`src/rtl/fact_host_master.sv`:
```
// Host-side bus master for the factorial subsystem: pushes a job's operands into
// the input FIFO, starts the engine, waits for its interrupt, then drains results.
module fact_host_master #(
  parameter logic [7:0]  FIFO_IN_PUSH = 8'h10,
  parameter logic [7:0]  FIFO_OUT_POP = 8'h20,
  parameter logic [7:0]  FACT_OPSTART = 8'h00,
  parameter logic [7:0]  FACT_INTRCLR = 8'h04,
  parameter int unsigned MAX_LEN      = 8
) (
  input  logic        clk,
  input  logic        reset_n,
  input  logic        start,
  input  logic [3:0]  job_len,
  input  logic        op_valid,
  input  logic [31:0] op_data,
  output logic        op_ready,
  output logic        res_valid,
  output logic [31:0] res_data,
  input  logic        res_ready,
  output logic        busy,
  output logic        done,
  output logic        M0_req,
  output logic        M0_wr,
  output logic [7:0]  M0_address,
  output logic [31:0] M0_dout,
  input  logic        M0_grant,
  input  logic [31:0] M_din,
  input  logic        interrupt
);

  typedef enum logic [3:0] {
    S_IDLE, S_FETCH, S_PUSH, S_GO, S_WAIT_IRQ,
    S_POP, S_CAPT, S_HOLD, S_CLR, S_DONE
  } state_t;

  state_t      state_q, state_d;
  logic [3:0]  len_q, len_d;
  logic [3:0]  cnt_q, cnt_d;
  logic [31:0] operand_q, operand_d;
  logic [31:0] res_q, res_d;
  logic        xfer_q, xfer_d;
  logic        irq_q, irq_d;
  logic        req_state;
  logic        xfer;
  logic [3:0]  cnt_inc;

  // xfer_q forces a one-cycle request gap after every transfer (matters for PUSH -> GO)
  always_comb begin
    req_state = (state_q == S_PUSH) || (state_q == S_GO) ||
                (state_q == S_POP)  || (state_q == S_CLR);
  end

  assign M0_req   = req_state & ~xfer_q;
  assign xfer     = M0_req & M0_grant;
  assign cnt_inc  = cnt_q + 4'd1;
  assign res_data = res_q;

  always_comb begin
    state_d    = state_q;
    len_d      = len_q;
    cnt_d      = cnt_q;
    operand_d  = operand_q;
    res_d      = res_q;
    xfer_d     = xfer;
    irq_d      = 1'b0;
    op_ready   = 1'b0;
    res_valid  = 1'b0;
    done       = 1'b0;
    busy       = 1'b1;
    M0_wr      = 1'b0;
    M0_address = 8'h00;
    M0_dout    = 32'h0;

    unique case (state_q)
      S_IDLE: begin
        busy = 1'b0;
        if (start && (job_len != 4'd0) && (32'(job_len) <= MAX_LEN)) begin
          len_d   = job_len;
          cnt_d   = 4'd0;
          state_d = S_FETCH;
        end
      end
      S_FETCH: begin
        op_ready = 1'b1;
        if (op_valid) begin
          operand_d = op_data;
          state_d   = S_PUSH;
        end
      end
      S_PUSH: begin
        M0_wr      = 1'b1;
        M0_address = FIFO_IN_PUSH;
        M0_dout    = operand_q;
        if (xfer) begin
          cnt_d   = cnt_inc;
          state_d = (cnt_inc == len_q) ? S_GO : S_FETCH;
        end
      end
      S_GO: begin
        M0_wr      = 1'b1;
        M0_address = FACT_OPSTART;
        M0_dout    = 32'h1;
        if (xfer) begin
          cnt_d   = 4'd0;
          irq_d   = interrupt;
          state_d = S_WAIT_IRQ;
        end
      end
      S_WAIT_IRQ: begin
        if (interrupt || irq_q) state_d = S_POP;
      end
      S_POP: begin
        M0_address = FIFO_OUT_POP;
        if (xfer) state_d = S_CAPT;
      end
      S_CAPT: begin
        res_d   = M_din;
        state_d = S_HOLD;
      end
      S_HOLD: begin
        res_valid = 1'b1;
        if (res_ready) begin
          cnt_d   = cnt_inc;
          state_d = (cnt_inc == len_q) ? S_CLR : S_POP;
        end
      end
      S_CLR: begin
        M0_wr      = 1'b1;
        M0_address = FACT_INTRCLR;
        M0_dout    = 32'h1;
        if (xfer) state_d = S_DONE;
      end
      S_DONE: begin
        busy    = 1'b0;
        done    = 1'b1;
        state_d = S_IDLE;
      end
      default: state_d = S_IDLE;
    endcase
  end

  always_ff @(posedge clk or negedge reset_n) begin
    if (!reset_n) begin
      state_q   <= S_IDLE;
      len_q     <= 4'd0;
      cnt_q     <= 4'd0;
      operand_q <= 32'h0;
      res_q     <= 32'h0;
      xfer_q    <= 1'b0;
      irq_q     <= 1'b0;
    end else begin
      state_q   <= state_d;
      len_q     <= len_d;
      cnt_q     <= cnt_d;
      operand_q <= operand_d;
      res_q     <= res_d;
      xfer_q    <= xfer_d;
      irq_q     <= irq_d;
    end
  end

endmodule

```
`config.mk`:
```
export PLATFORM = sky130hd
export DESIGN_NAME = fact_host_master
export DESIGN_NICKNAME = d
export VERILOG_FILES = /design/src/rtl/fact_host_master.sv
export SDC_FILE = /design/constraint.sdc
export NUM_CORES = 1
export LEC_CHECK = 0
export BUFFER_PORTS_ARGS = -buffer_cell sky130_fd_sc_hd__buf_2
export CAP_MARGIN = 20
export CORE_UTILIZATION = 40
export DETAILED_ROUTE_END_ITERATION = 8
export PLACE_DENSITY = 0.8
export SLEW_MARGIN = 20
export SYNTH_ARGS = -nofsm -noshare
export SYNTH_HDL_FRONTEND = slang
export SYNTH_SLANG_ARGS = --single-unit
```
`constraint.sdc`:
```
create_clock -name clk -period 3.5 [get_ports clk]
set_input_delay 0.875 -clock clk [delete_from_list [all_inputs] [get_ports clk]]
set_output_delay 0.875 -clock clk [all_outputs]
set_load 0.01 [all_outputs]
```
; ---- Word level (Yosys, flattened, before mapping)
; Index checks and enable logic that the tools add are counted.
; Widths: inputs -> output; s select.
[classes]
addsub = 1
order_cmp = 1
n_eq_ne = 18
muxes = 25
bitwise_logic = 3
reduce_logical = 16
[op_table]
columns = op, n
row1 = $pmux 32 s2, 1
row2 = $mux 4, 13
row3 = $pmux 4 s9, 1
row4 = $pmux 6 s3, 1
row5 = $eq 4x3->1 const B, 4
row6 = $ne 2x2->1 const B, 8
row7 = $pmux 4 s4, 1
row8 = $eq 4x2->1 const B, 2
row9 = $eq 4x4->1 const B, 2
row10 = $reduce_and 8->1, 1
row11 = $reduce_bool 4->1, 2
row12 = $mux 1, 7
row13 = $reduce_and 5->1, 1
row14 = $add 4x1->4 const B, 1
row15 = $eq 4x1->1 const B, 1
row16 = $eq 4x4->1, 1
row17 = $le 4x4->1 const B, 1
row18 = $logic_not 4->1, 1
row19 = $logic_or 1x1->1, 4
row20 = $reduce_and 2->1, 2
row21 = $reduce_or 2->1, 2
row22 = $reduce_or 3->1, 1
row23 = $and 1x1->1, 2
row24 = $logic_and 1x1->1, 2
row25 = 2 further kinds, 2
[word_totals]
register_bits = 78
input_bits = 75

; ---- Logic depth before layout (Yosys ltp)
[depth]
word_depth = 8
depth_mapped = 7
depth_no_buf = 6

; ---- Least setup slack after synthesis
; OpenSTA, ideal clock, no wires.
[synth_path]
path_type = input port to flip-flop
from = input port job_len[1]
to = register cnt_q[2]
arrival_time_ps = 2615
t_required_ps = 3434
path_slack_ps = 819
cell_stages = 5
n_path_buf = 0
path_cell_list = o31a_1 > or4b_1 > a221o_1 > or4b_1 > nand2_1
[synth_between]
elab_chain_len = 5
elab_cells_between_ends = 6
classes_between = order compare (1) / eq/ne (1) / reduce/logical (4)
[synth_rtl]
columns = element, line
row1 = from (decl), 13  ; input logic [3:0] job_len,
row2 = branches (longest 2 deep; another with $le 4x4->1), n/a
row3 = $logic_and 1x1->1 (*), 77  ; if (start && (job_len != 4'd0) && (32'(job_len) <= MAX_LEN)) begin
row4 = $ne 2x2->1 (no source line) (*), n/a
row5 = $reduce_and 5->1 (no source line) (*), n/a
row6 = to (signal assigned), 154  ; cnt_q <= cnt_d;
row7 = to (decl), 38  ; logic [3:0] cnt_q, cnt_d;
; Mark *: on every way between the ends.
; A chain may end at the register's enable or synchronous reset.

; ---- Final worst setup path
[layout_path]
from = register state_q[0]
to = output port M0_req
[layout_between]
elab_chain_len = 5
elab_cells_between_ends = 8
classes_between = eq/ne (4) / bitwise (1) / reduce/logical (3)
[layout_rtl]
columns = element, line
row1 = from (decl), 36  ; state_t state_q, state_d;
row2 = from (signal assigned), 152  ; state_q <= state_d;
row3 = $eq 4x2->1, 49  ; req_state = (state_q == S_PUSH) || (state_q == S_GO) ||
row4 = $logic_or 1x1->1 (2 in a row), 49
row5 = $logic_or 1x1->1 (*), 50  ; (state_q == S_POP) || (state_q == S_CLR);
row6 = $and 1x1->1 (*), 53  ; assign M0_req = req_state & ~xfer_q;
row7 = to (decl), 22  ; output logic M0_req,
; Every way passes the cells marked *; elsewhere a longest branch is shown, timed or not.

==> metrics.md <==
| Metric | Value |
|---|---|
| Largest net degree at the start of global routing | `79` |
| Flops & latches, synth | `78` |
| Count leader, synth | `dfrtp_1` |
| Distinct cells, synth | `41` |
| Via/cell ratio | `5.00` |
| Worst-Margin Slew | `0.964 ns` |
| Worst hold slack | `0.500 ns` |
| Slowest CP cell | `or4b_2` |
| Antenna viol nets, final | `0` |
| Slew Limit Headroom | `0.358` |
| Top-area cell type share of the netlist area | `0.545` |
| WP data required | `2.62 ns` |
| DRT Wirelength | `7.51 mm` |
| Hold Path Stages | `1` |
| R2R depth | `4` |
| Layout area overhead | `29.2%` |
| Peak VDD IR | `0.368 mV` |
| CTS sink cnt | `78` |
| FMAX | `335 MHz` |
| Mean Syn Cell Area | `12.3 um2` |
| GRT Util Overall | `0.167` |
| First-pass GRT wire length | `11.9 mm` |
| Max cap viols | `0` |
| 1st-iter DRT viols | `55` |
| Post-route insts no fill | `549` |
| CP Data Arrival Time | `2.11 ns` |
| DIE HEIGHT | `96.6 um` |
| Async S/R FF share, synth | `1.00` |
| Core Rows | `34` |
| CTS tree | `yes` |
| Commonest cells post-synth | `dfrtp_1, mux2_2, and2_1` |
| Crit-path cells | `or4b_2 > o221a_2 > nor2_1 > buf_2` |
| Post-route setup slack | `0.516 ns` |
| Mapped Area | `3580 um2` |
| Worst skew pair latency | `0.34 ns` |
| Hold-fix buffers, CTS | `0` |
| Fin Setup TNS | `0 ns` |
| CTS clk-pin slew, worst paths | `0.08 ns` |
| IO Pins | `153` |
| Tcrit/Tclk final | `0.853` |
| Global route overflow | `0` |
| Antenna violations before repair | `0` |
| Slew Viols, Final | `0` |
| Crit-path leading delay family | `simple AND/OR/NAND/NOR gates` |
| Dpl cells | `534` |
| Critical path fanouts, max | `18` |
| Root buf cell | `clkbuf_8` |
| Core area | `8680 um2` |
| Min Tclk post-route | `2.98 ns` |
| Hold Fails Final Rpt | `0` |
| Pwr dens | `794 nW/um2` |
| GP Congestion | `0.800` |
| H-tree depth | `3` |
| Number of vias after detailed routing | `2744` |
| Post-Syn Instances | `292` |
| Drt drc | `0` |
| Initial Util | `0.412` |
| Post-synth EDFFs | `0` |
| Hold WC Path Type | `reg2reg` |
| Max Root-Sink Buffers | `2` |
| Synth top area cells | `dfrtp_1, mux2_2, and2_1` |
| Share of cells above drive strength 1 | `0.544` |
| Post-CTS setup repair buffer count | `0` |
| Vias in the first global route | `2643` |
| CTS resizes | `0` |
| Clock Skew | `0.00836 ns` |
| Worst Setup Start Kind | `flop` |
| # setup viols final | `0` |
| Synth area leader | `dfrtp_1` |
| DIE AREA | `9330 um2` |
| Outcome | `finished clean` |
| Num CTS Buffers | `9` |
| Filler instances | `796` |
| Setup CP Type | `reg2out` |
| Crit path depth | `4` |
| RSZ-0062 raised after global routing | `false` |
| DRT Pass-1 Iters | `4` |
| Final #Nets | `513` |
| Largest stage delay, worst path | `0.78 ns` |
| Die Wd | `96.6 um` |
| CP Buf/Inv Count | `1` |
| Static leakage | `2.32 nW` |
| Synth warn | `0` |
| Routed WL per cell | `13.7 um` |
| Util after Layout | `0.533` |
| Post-synthesis sequential area ratio | `0.545` |
| Diode count | `0` |
| Top FF cell, synth | `dfrtp_1` |
| PortBufs | `147` |
| Hpwl dp | `5.40 mm` |
| Critical path capture point type | `primary output` |
| DP Worst Slack | `0.580 ns` |
-- layer usage --
layer,share of wire,vias to the layer above,global-route usage
li1,-,1298,-
met1,0.42,1320,0.199
met2,0.49,107,0.281
met3,0.067,19,0.0415
met4,0.020,0,0.0809
met5,0,-,0
-- layout make-up --
cell class | instances | area, um2 | share of cell area
sequential | 78 | 1950 | 0.422
multi-input combinational | 195 | 1540 | 0.333
clock buffer | 10 | 138 | 0.0298
timing repair buffer | 151 | 768 | 0.166
tap | 108 | 135 | 0.0292
inverter | 2 | 7.51 | 0.00162
clock inverter | 5 | 83.8 | 0.0181
-- registers in the layout, summed over array words and instances (netlist names) --
name,flops
operand_q,32
cnt_q,4
res_data,32
state_q,4
irq_q,1
xfer_q,1
len_q,4
-- layout by cell type (no fill, tap or decap), types with 4 or more instances in the layout --
cell,netlist,layout
nor3_1,8,7
xnor2_1,4,4
nand2_1,12,12
nand3_1,7,7
o21ai_0,10,10
clkbuf_8,0,10
mux2_2,68,68
buf_4,5,5
dfrtp_1,78,78
nor2_1,12,11
nand2b_1,4,4
conb_1,1,5
and2_1,31,31
buf_2,3,146
a21oi_1,4,4
-- logic make-up (layout without fill, tap and decap cells) --
group / after synthesis / after routing / share of synthesized area
buffers and inverters: 23 / 168 / 0.0304
DFF: 78 / 78 / 0.545
adders and majority gates: 1 / 1 / 0.00350
and+or+nand+nor: 89 / 89 / 0.138
muxes: 68 / 68 / 0.214
AOI/OAI and AO/OA: 25 / 25 / 0.0462
other: 1 / 5 / 0.00105
xor gates and xnor gates: 7 / 7 / 0.0210
-- where the power goes --
part / total [mW] / internal (mW) / switching, mW
Sequential: 1.59 / 1.33 / 0.255
Clock: 0.747 / 0.418 / 0.329
Combinational: 1.34 / 0.722 / 0.615
-- through the flow --
step / power (mW) / area (um2)
2_1_floorplan: 2.48 / 3590
3_3_place_gp: 2.88 / 4400
3_5_place_dp: 2.96 / 4400
4_1_cts: 3.72 / 4620
6_report: 3.67 / 4620
5_1_grt: 3.92 / 4620
-- worst paths after layout --
check | start | slack (ns) | to
max | state_q[0]$_DFFE_PN0P_ | 0.52 | M0_req
min | operand_q[13]$_DFFE_PN0P_ | 0.50 | operand_q[13]$_DFFE_PN0P_
max reg2reg | state_q[0]$_DFFE_PN0P_ | 1.21 | cnt_q[2]$_DFFE_PN0P_
min reg2reg | operand_q[13]$_DFFE_PN0P_ | 0.50 | operand_q[13]$_DFFE_PN0P_
max in group asynchronous | reset_n | 2.20 | operand_q[18]$_DFFE_PN0P_
min in group asynchronous | reset_n | 0.69 | xfer_q$_DFF_PN0_
(Power assumes the default switching activity.)
